$ cat src/rtl/rf_arb_pkg.sv
// Shared definitions for the register-file access arbiter.
//   XLEN       : data word width
//   RADR_W     : register address width
//   STREAK_W   : width of the CPU-win streak counter
//   STREAK_MAX : CPU grants in a row before a waiting monitor read wins
//   rd_state_e : read-port FSM states
package rf_arb_pkg;

  localparam int unsigned XLEN       = 32;
  localparam int unsigned RADR_W     = 5;
  localparam int unsigned STREAK_W   = 2;
  localparam int unsigned STREAK_MAX = 2;

  typedef enum logic [2:0] {
    IDLE  = 3'd0,
    C_RS1 = 3'd1,
    C_RS2 = 3'd2,
    C_FIN = 3'd3,
    M_RD  = 3'd4,
    M_FIN = 3'd5
  } rd_state_e;

endpackage

$ cat src/rtl/rf_wr_mux.sv
// Write-port selector for the register-file RAM.
// Writeback always wins; a monitor write is granted only when writeback is
// idle. Writes to x0 are dropped (ram_wen low) but a monitor write to x0 is
// still granted so that it gets acknowledged.
//   en           : global enable (low forces ram_wen and grant low)
//   wb_*         : writeback write request
//   mon_wr_req   : eligible monitor write request
//   mon_adr/...  : monitor write address and data
//   ram_w*       : RAM write port
//   mon_wr_grant : monitor write issued this cycle
module rf_wr_mux
  import rf_arb_pkg::*;
(
  input  logic              en,
  input  logic              wb_we,
  input  logic [RADR_W-1:0] wb_adr,
  input  logic [XLEN-1:0]   wb_data,
  input  logic              mon_wr_req,
  input  logic [RADR_W-1:0] mon_adr,
  input  logic [XLEN-1:0]   mon_wdata,
  output logic              ram_wen,
  output logic [RADR_W-1:0] ram_wadr,
  output logic [XLEN-1:0]   ram_wdata,
  output logic              mon_wr_grant
);

  always_comb begin
    // NOTE: every output gets a default before any branch, so no path can
    // leave a signal unassigned and infer a latch.
    ram_wen      = 1'b0;
    ram_wadr     = '0;
    ram_wdata    = '0;
    mon_wr_grant = 1'b0;
    if (wb_we) begin
      ram_wadr  = wb_adr;
      ram_wdata = wb_data;
      ram_wen   = en & (wb_adr != '0);
    end else if (mon_wr_req) begin
      mon_wr_grant = en;
      ram_wadr     = mon_adr;
      ram_wdata    = mon_wdata;
      ram_wen      = en & (mon_adr != '0);
    end
  end

endmodule

$ cat src/rtl/rf_access_arbiter.sv
// Arbitrates one synchronous register-file RAM between CPU operand reads,
// writeback writes and a debug monitor (reads and writes).
//   clk, rst_n          : clock, async active-low reset
//   cpu_rd_req/rs*_adr  : operand read request; cpu_rd_done pulses with
//                         rs1_data/rs2_data valid
//   wb_we/wb_adr/wb_data: writeback write (highest priority)
//   mon_*               : monitor request; mon_ack pulses when done,
//                         mon_rdata valid for reads
//   ram_*               : RAM ports (read data one cycle after address)
module rf_access_arbiter
  import rf_arb_pkg::*;
(
  input  logic              clk,
  input  logic              rst_n,
  input  logic              cpu_rd_req,
  input  logic [RADR_W-1:0] cpu_rs1_adr,
  input  logic [RADR_W-1:0] cpu_rs2_adr,
  output logic              cpu_rd_done,
  output logic [XLEN-1:0]   rs1_data,
  output logic [XLEN-1:0]   rs2_data,
  input  logic              wb_we,
  input  logic [RADR_W-1:0] wb_adr,
  input  logic [XLEN-1:0]   wb_data,
  input  logic              mon_req,
  input  logic              mon_we,
  input  logic [RADR_W-1:0] mon_adr,
  input  logic [XLEN-1:0]   mon_wdata,
  output logic              mon_ack,
  output logic [XLEN-1:0]   mon_rdata,
  output logic [RADR_W-1:0] ram_radr,
  input  logic [XLEN-1:0]   ram_rdata,
  output logic [RADR_W-1:0] ram_wadr,
  output logic [XLEN-1:0]   ram_wdata,
  output logic              ram_wen
);

  rd_state_e           state_q, state_d;
  logic [RADR_W-1:0]   rs1_q, rs2_q, madr_q;
  logic [STREAK_W-1:0] streak_q;
  logic                byp_hit_q;
  logic [XLEN-1:0]     byp_data_q;
  logic [XLEN-1:0]     cap_data;
  logic                cpu_grant, mon_rd_grant;
  logic                mon_rd_pend, mon_wr_req, mon_wr_grant;

  assign mon_rd_pend = mon_req & ~mon_we;

  // Monitor writes stay off the cycle where any ack pulses, and wait out a
  // monitor read so the two kinds of ack can never land together.
  assign mon_wr_req = mon_req & mon_we & ~mon_ack &
                      (state_q != M_RD) & (state_q != M_FIN);

  rf_wr_mux u_wr_mux (
    .en           (rst_n),
    .wb_we        (wb_we),
    .wb_adr       (wb_adr),
    .wb_data      (wb_data),
    .mon_wr_req   (mon_wr_req),
    .mon_adr      (mon_adr),
    .mon_wdata    (mon_wdata),
    .ram_wen      (ram_wen),
    .ram_wadr     (ram_wadr),
    .ram_wdata    (ram_wdata),
    .mon_wr_grant (mon_wr_grant)
  );

  always_comb begin
    state_d      = state_q;
    cpu_grant    = 1'b0;
    mon_rd_grant = 1'b0;
    ram_radr     = '0;
    case (state_q)
      IDLE: begin
        // CPU wins ties until it has won STREAK_MAX times over a waiting
        // monitor read.
        if (cpu_rd_req &&
            !(mon_rd_pend && streak_q == STREAK_W'(STREAK_MAX))) begin
          cpu_grant = 1'b1;
          state_d   = C_RS1;
        end else if (mon_rd_pend) begin
          mon_rd_grant = 1'b1;
          state_d      = M_RD;
        end
      end
      C_RS1: begin
        ram_radr = rs1_q;
        state_d  = C_RS2;
      end
      C_RS2: begin
        ram_radr = rs2_q;
        state_d  = C_FIN;
      end
      C_FIN:   state_d = IDLE;
      M_RD: begin
        ram_radr = madr_q;
        state_d  = M_FIN;
      end
      M_FIN:   state_d = IDLE;
      default: state_d = IDLE;
    endcase
  end

  // Data for the word addressed last cycle: x0 reads as zero, and a write to
  // the same register in the address cycle overrides the stale RAM word.
  assign cap_data = byp_hit_q ? byp_data_q : ram_rdata;

  always_ff @(posedge clk or negedge rst_n) begin
    if (!rst_n) begin
      state_q     <= IDLE;
      streak_q    <= '0;
      rs1_q       <= '0;
      rs2_q       <= '0;
      madr_q      <= '0;
      byp_hit_q   <= 1'b0;
      byp_data_q  <= '0;
      rs1_data    <= '0;
      rs2_data    <= '0;
      mon_rdata   <= '0;
      cpu_rd_done <= 1'b0;
      mon_ack     <= 1'b0;
    end else begin
      // NOTE: non-blocking assignments here so every register samples the
      // pre-edge values, independent of statement order.
      state_q <= state_d;

      if (mon_rd_grant || !mon_rd_pend) streak_q <= '0;
      else if (cpu_grant)               streak_q <= streak_q + STREAK_W'(1);

      if (cpu_grant) begin
        rs1_q <= cpu_rs1_adr;
        rs2_q <= cpu_rs2_adr;
      end
      if (mon_rd_grant) madr_q <= mon_adr;

      byp_hit_q  <= (ram_radr == '0) | (ram_wen & (ram_wadr == ram_radr));
      byp_data_q <= (ram_radr == '0) ? '0 : ram_wdata;

      if (state_q == C_RS2) rs1_data  <= cap_data;
      if (state_q == C_FIN) rs2_data  <= cap_data;
      if (state_q == M_FIN) mon_rdata <= cap_data;

      cpu_rd_done <= (state_q == C_FIN);
      mon_ack     <= (state_q == M_FIN) | mon_wr_grant;
    end
  end

endmodule

$ cat config.mk
export PLATFORM = sky130hd
export DESIGN_NAME = rf_access_arbiter
export DESIGN_NICKNAME = d
export VERILOG_FILES = /design/src/rtl/rf_arb_pkg.sv /design/src/rtl/rf_wr_mux.sv /design/src/rtl/rf_access_arbiter.sv
export SDC_FILE = /design/constraint.sdc
export NUM_CORES = 1
export LEC_CHECK = 0
export CELL_PAD_IN_SITES_DETAIL_PLACEMENT = 0
export CELL_PAD_IN_SITES_GLOBAL_PLACEMENT = 1
export CORE_ASPECT_RATIO = 1.75
export CORE_MARGIN = 5
export CORE_UTILIZATION = 32
export DETAILED_ROUTE_END_ITERATION = 8
export GPL_TIMING_DRIVEN = 0
export PLACE_DENSITY = 0.81
export SLEW_MARGIN = 10
export SYNTH_ARGS = -nofsm -noshare
export SYNTH_HDL_FRONTEND = slang
export SYNTH_HIERARCHICAL = 1
export SYNTH_SLANG_ARGS = --single-unit
$ cat constraint.sdc
create_clock -name clk -period 2.4 [get_ports clk]
set_clock_uncertainty 0.2 [all_clocks]
set_input_delay 0.36 -clock clk [delete_from_list [all_inputs] [get_ports clk]]
set_output_delay 0.36 -clock clk [all_outputs]
set_load 0.02 [all_outputs]
==> summary.txt <==
Clocking
  • Root buf cell: clkbuf_16
  • Max Buffers Root-to-Sink: 2
  • H-tree lvl count: 4
  • Num CTS Buffers: 17
  • Clock tree sinks: 151
  • Clock-pin slew on the worst setup and hold paths: 0.06 ns
  • Skew-Pair Late Insertion Delay: 0.41 ns
  • CTS tree: done

Critical path
  • Max FO, Critical Path: 10
  • Worst setup SP type: flip-flop
  • Reg-to-reg critical path startpoint: state_q[2]$_DFFE_PN0P_
  • Worst R2R Setup Slack: -0.03 ns
  • R2R depth: 14
  • Crit path DAT: 1.96 ns
  • Setup crit start: state_q[2]$_DFFE_PN0P_
  • CP Class: reg -> out
  • Critical path required time: 1.84 ns
  • Critical Path End Type: primary output
  • Crit Reg-Reg Endpoint: byp_hit_q$_DFF_PN0_
  • Setup crit end: ram_wdata[20]

Yosys
  • Synth Register Bits: 151
  • Mapped Area: 0.006275 mm^2
  • Number of distinct library cells after synthesis: 38
  • Mean Syn Cell Area: 11.05 um^2
  • Sequential area share after synthesis: 60.22%
  • Syn nets: 691
  • Synth warn: 6
  • Gate Count Post-Synth: 568

GRT
  • First-pass GRT wire length: 33210 um
  • GR Util met3: 4.398%
  • Gr busiest metal: met2
  • Initial antenna violation count: 0
  • Pin count of the biggest net entering global routing: 99
  • GR Overflow Total: 0
  • GRT Total Usage: 19.50%
  • GR Util met2: 37.01%
  • Grt met1 use: 20.53%
  • Number of global-route vias before repair: 5710

Worst hold path
  • Min-delay worst type: in -> async

Cells and area
  • Layout Cells excl Fill: 1143
  • Fillers: 1696
  • Share of cells above drive strength 1: 20.29%
  • Ant. Diodes: 0
  • Most frequent cells in the layout: clkdlybuf4s50_1, dfrtp_1, nand2_1
  • Multi-input combinational cell area: 0.002462 mm^2
  • Sequential standard cell area: 0.003781 mm^2
  • Area Overhead vs Synth: 65.50%
  • Post-layout nets: 1012
  • Commonest non-fill, non-tap cell in the layout: clkdlybuf4s50_1
  • Design area: 0.01039 mm^2

Detailed routing
  • Residual DRC count: 0
  • Final WL: 22160 um
  • DRT antenna net count: 0
  • DRT Pass-1 Iters: 4
  • Routed vias: 5443
  • Vias per inst: 4.762
  • DR iter-0 viols: 243
  • WL per Instance: 19.39 um

Timing
  • Period utilisation layout: 105.1%
  • Worst Max-Slew Pin Slew: 0.8742 ns
  • Setup WS post-layout: -0.1231 ns
  • Slew Limit Fails: 0
  • Rel. slew slack: 41.72%
  • TNS Setup: -2.908 ns
  • Unrepaired setup endpoints after global routing: true
  • Fin. Hold Viols: 55
  • Hold WS: -0.3484 ns
  • Minimum clock period: 2.523 ns
  • Final setup vio count: 37
  • Maximum clock frequency: 396.3 MHz

Power
  • Peak VDD IR: 0.6308 mV
  • PwrDens: 1325 mW/mm^2
  • Tot Pwr: 13.76 mW
  • P_leak: 4.665 nW

Placement
  • I/O Buffers: 262
  • Cells after DPL: 1072
  • DP Area: 0.009231 mm^2
  • DP Wirelength: 16960 um
  • Pre-CTS WS: -1.112 ns
  • Global placement routability congestion: 0.7993

Die
  • Starting Density: 32.69%
  • Core Box Area: 0.01920 mm^2
  • Die area: 0.02262 mm^2
  • Die Ht: 195.2 um
  • Die W: 115.9 um
  • IO Count: 263
  • # rows: 67

Run status
  • Failing checks: negative hold slack, negative setup slack
  • Status: finished, violations left

Job
  • Max-cap violations: 0
-- synth_stat cells --
master	instances	share of area, %
a211o_1	1	0.14
a21oi_1	35	2.8
a221o_2	1	0.18
a221oi_2	2	0.48
a22o_1	34	4.7
a22o_2	1	0.16
a22oi_1	1	0.12
a41o_1	1	0.16
and2_1	4	0.40
and2b_1	1	0.12
and3_1	2	0.20
and4bb_1	1	0.20
buf_1	3	0.18
buf_2	6	0.48
buf_4	7	0.84
clkbuf_1	24	1.4
dfrtp_1	151	60
ha_1	1	0.20
inv_1	6	0.36
mux2_2	15	2.7
mux2i_1	32	5.1
nand2_1	75	4.5
nand2b_1	2	0.20
nand3b_1	1	0.12
nor2_1	38	2.3
nor2_2	1	0.10
nor2b_1	35	3.5
nor3_1	3	0.24
nor3b_2	1	0.20
nor4_4	1	0.34
nor4bb_1	2	0.32
o211ai_1	3	0.36
o21a_1	1	0.12
o21ai_0	67	5.3
o21ai_2	1	0.14
or4_1	2	0.24
xnor2_1	4	0.56
xor2_1	2	0.28
-- flip-flops by register name (all words and copies together), names as in the netlist --
name	count
rs1_data	32
rs2_data	32
madr_q	5
mon_rdata	32
state_q	3
streak_q	2
byp_data_q	32
mon_ack	1
byp_hit_q	1
cpu_rd_done	1
rs2_q	5
rs1_q	5
-- routing by layer --
metal  wire, um  vias up  part of all wire [%]
li1           -     2610                     -
met3       1280       34                   5.8
met5          0        -                     0
met1       7757     2627                    35
met4        695        0                   3.1
met2      12430      172                    56
-- power by group --
part	internal, mW	switching (mW)	leakage (nW)	total, mW
Clock	1.41	1.13	0.279	2.54
Combinational	3.10	3.82	2.57	6.92
Sequential	3.73	0.572	1.82	4.30
-- per-stage QoR --
step,hold slack [ns],util (%)
after floorplan,-0.1356,-
after global placement,0.2611,47.92
after detailed placement,0.1054,48.09
after CTS,-0.3335,52.71
after global routing,-0.3177,54.10
final,-0.3484,54.10
-- kinds of logic after synthesis --
kind of cell             synth area share [%]
AND/OR/NAND/NOR                         12.92
adder cells (fa/ha/maj)                0.1994
XOR/XNOR                               0.8375
flip-flops                              60.22
multiplexers                            7.797
buffers and inverters                   3.290
AO/OA/AOI/OAI                           14.74
-- repair_timing --
action,4_1_cts,5_1_grt
setup endpoints to repair,68,112
gates cloned,0,1
buffers inserted,28,10
hold endpoints to repair,55,55
pin swaps,15,14
resized for setup,267,50
-- cell type report --
cell class,count,area share (%)
buffer,40,2.373
clock buffer,19,4.361
clock inverter,13,1.120
inverter,6,0.2169
multi-input combinational,371,23.71
sequential,151,36.41
tap,241,2.904
timing repair buffer,302,28.90
-- critical path: stages (launching register included) --
cell     delay [ns]
dfrtp_2        0.40
nor2b_4        0.13
nor3_2         0.19
nor2b_4        0.18
buf_8          0.17
buf_12         0.16
a22o_1         0.18
buf_6          0.13
-- worst min path at each step --
stage                                   from                       end  slack [ns]  depth (start not counted)
finish                                 rst_n     madr_q[3]$_DFFE_PN0P_       -0.35                          1
global route                           rst_n     madr_q[3]$_DFFE_PN0P_       -0.32                          1
CTS                                    rst_n     madr_q[3]$_DFFE_PN0P_       -0.33                          1
detailed placement                     rst_n     madr_q[3]$_DFFE_PN0P_        0.11                          1
global placement    mon_rdata[5]$_DFFE_PN0N_  mon_rdata[5]$_DFFE_PN0N_        0.26                          2
floorplan                              rst_n   byp_data_q[0]$_DFF_PN0_       -0.14                          0
No activity file was read; power rests on OpenSTA's default activity.
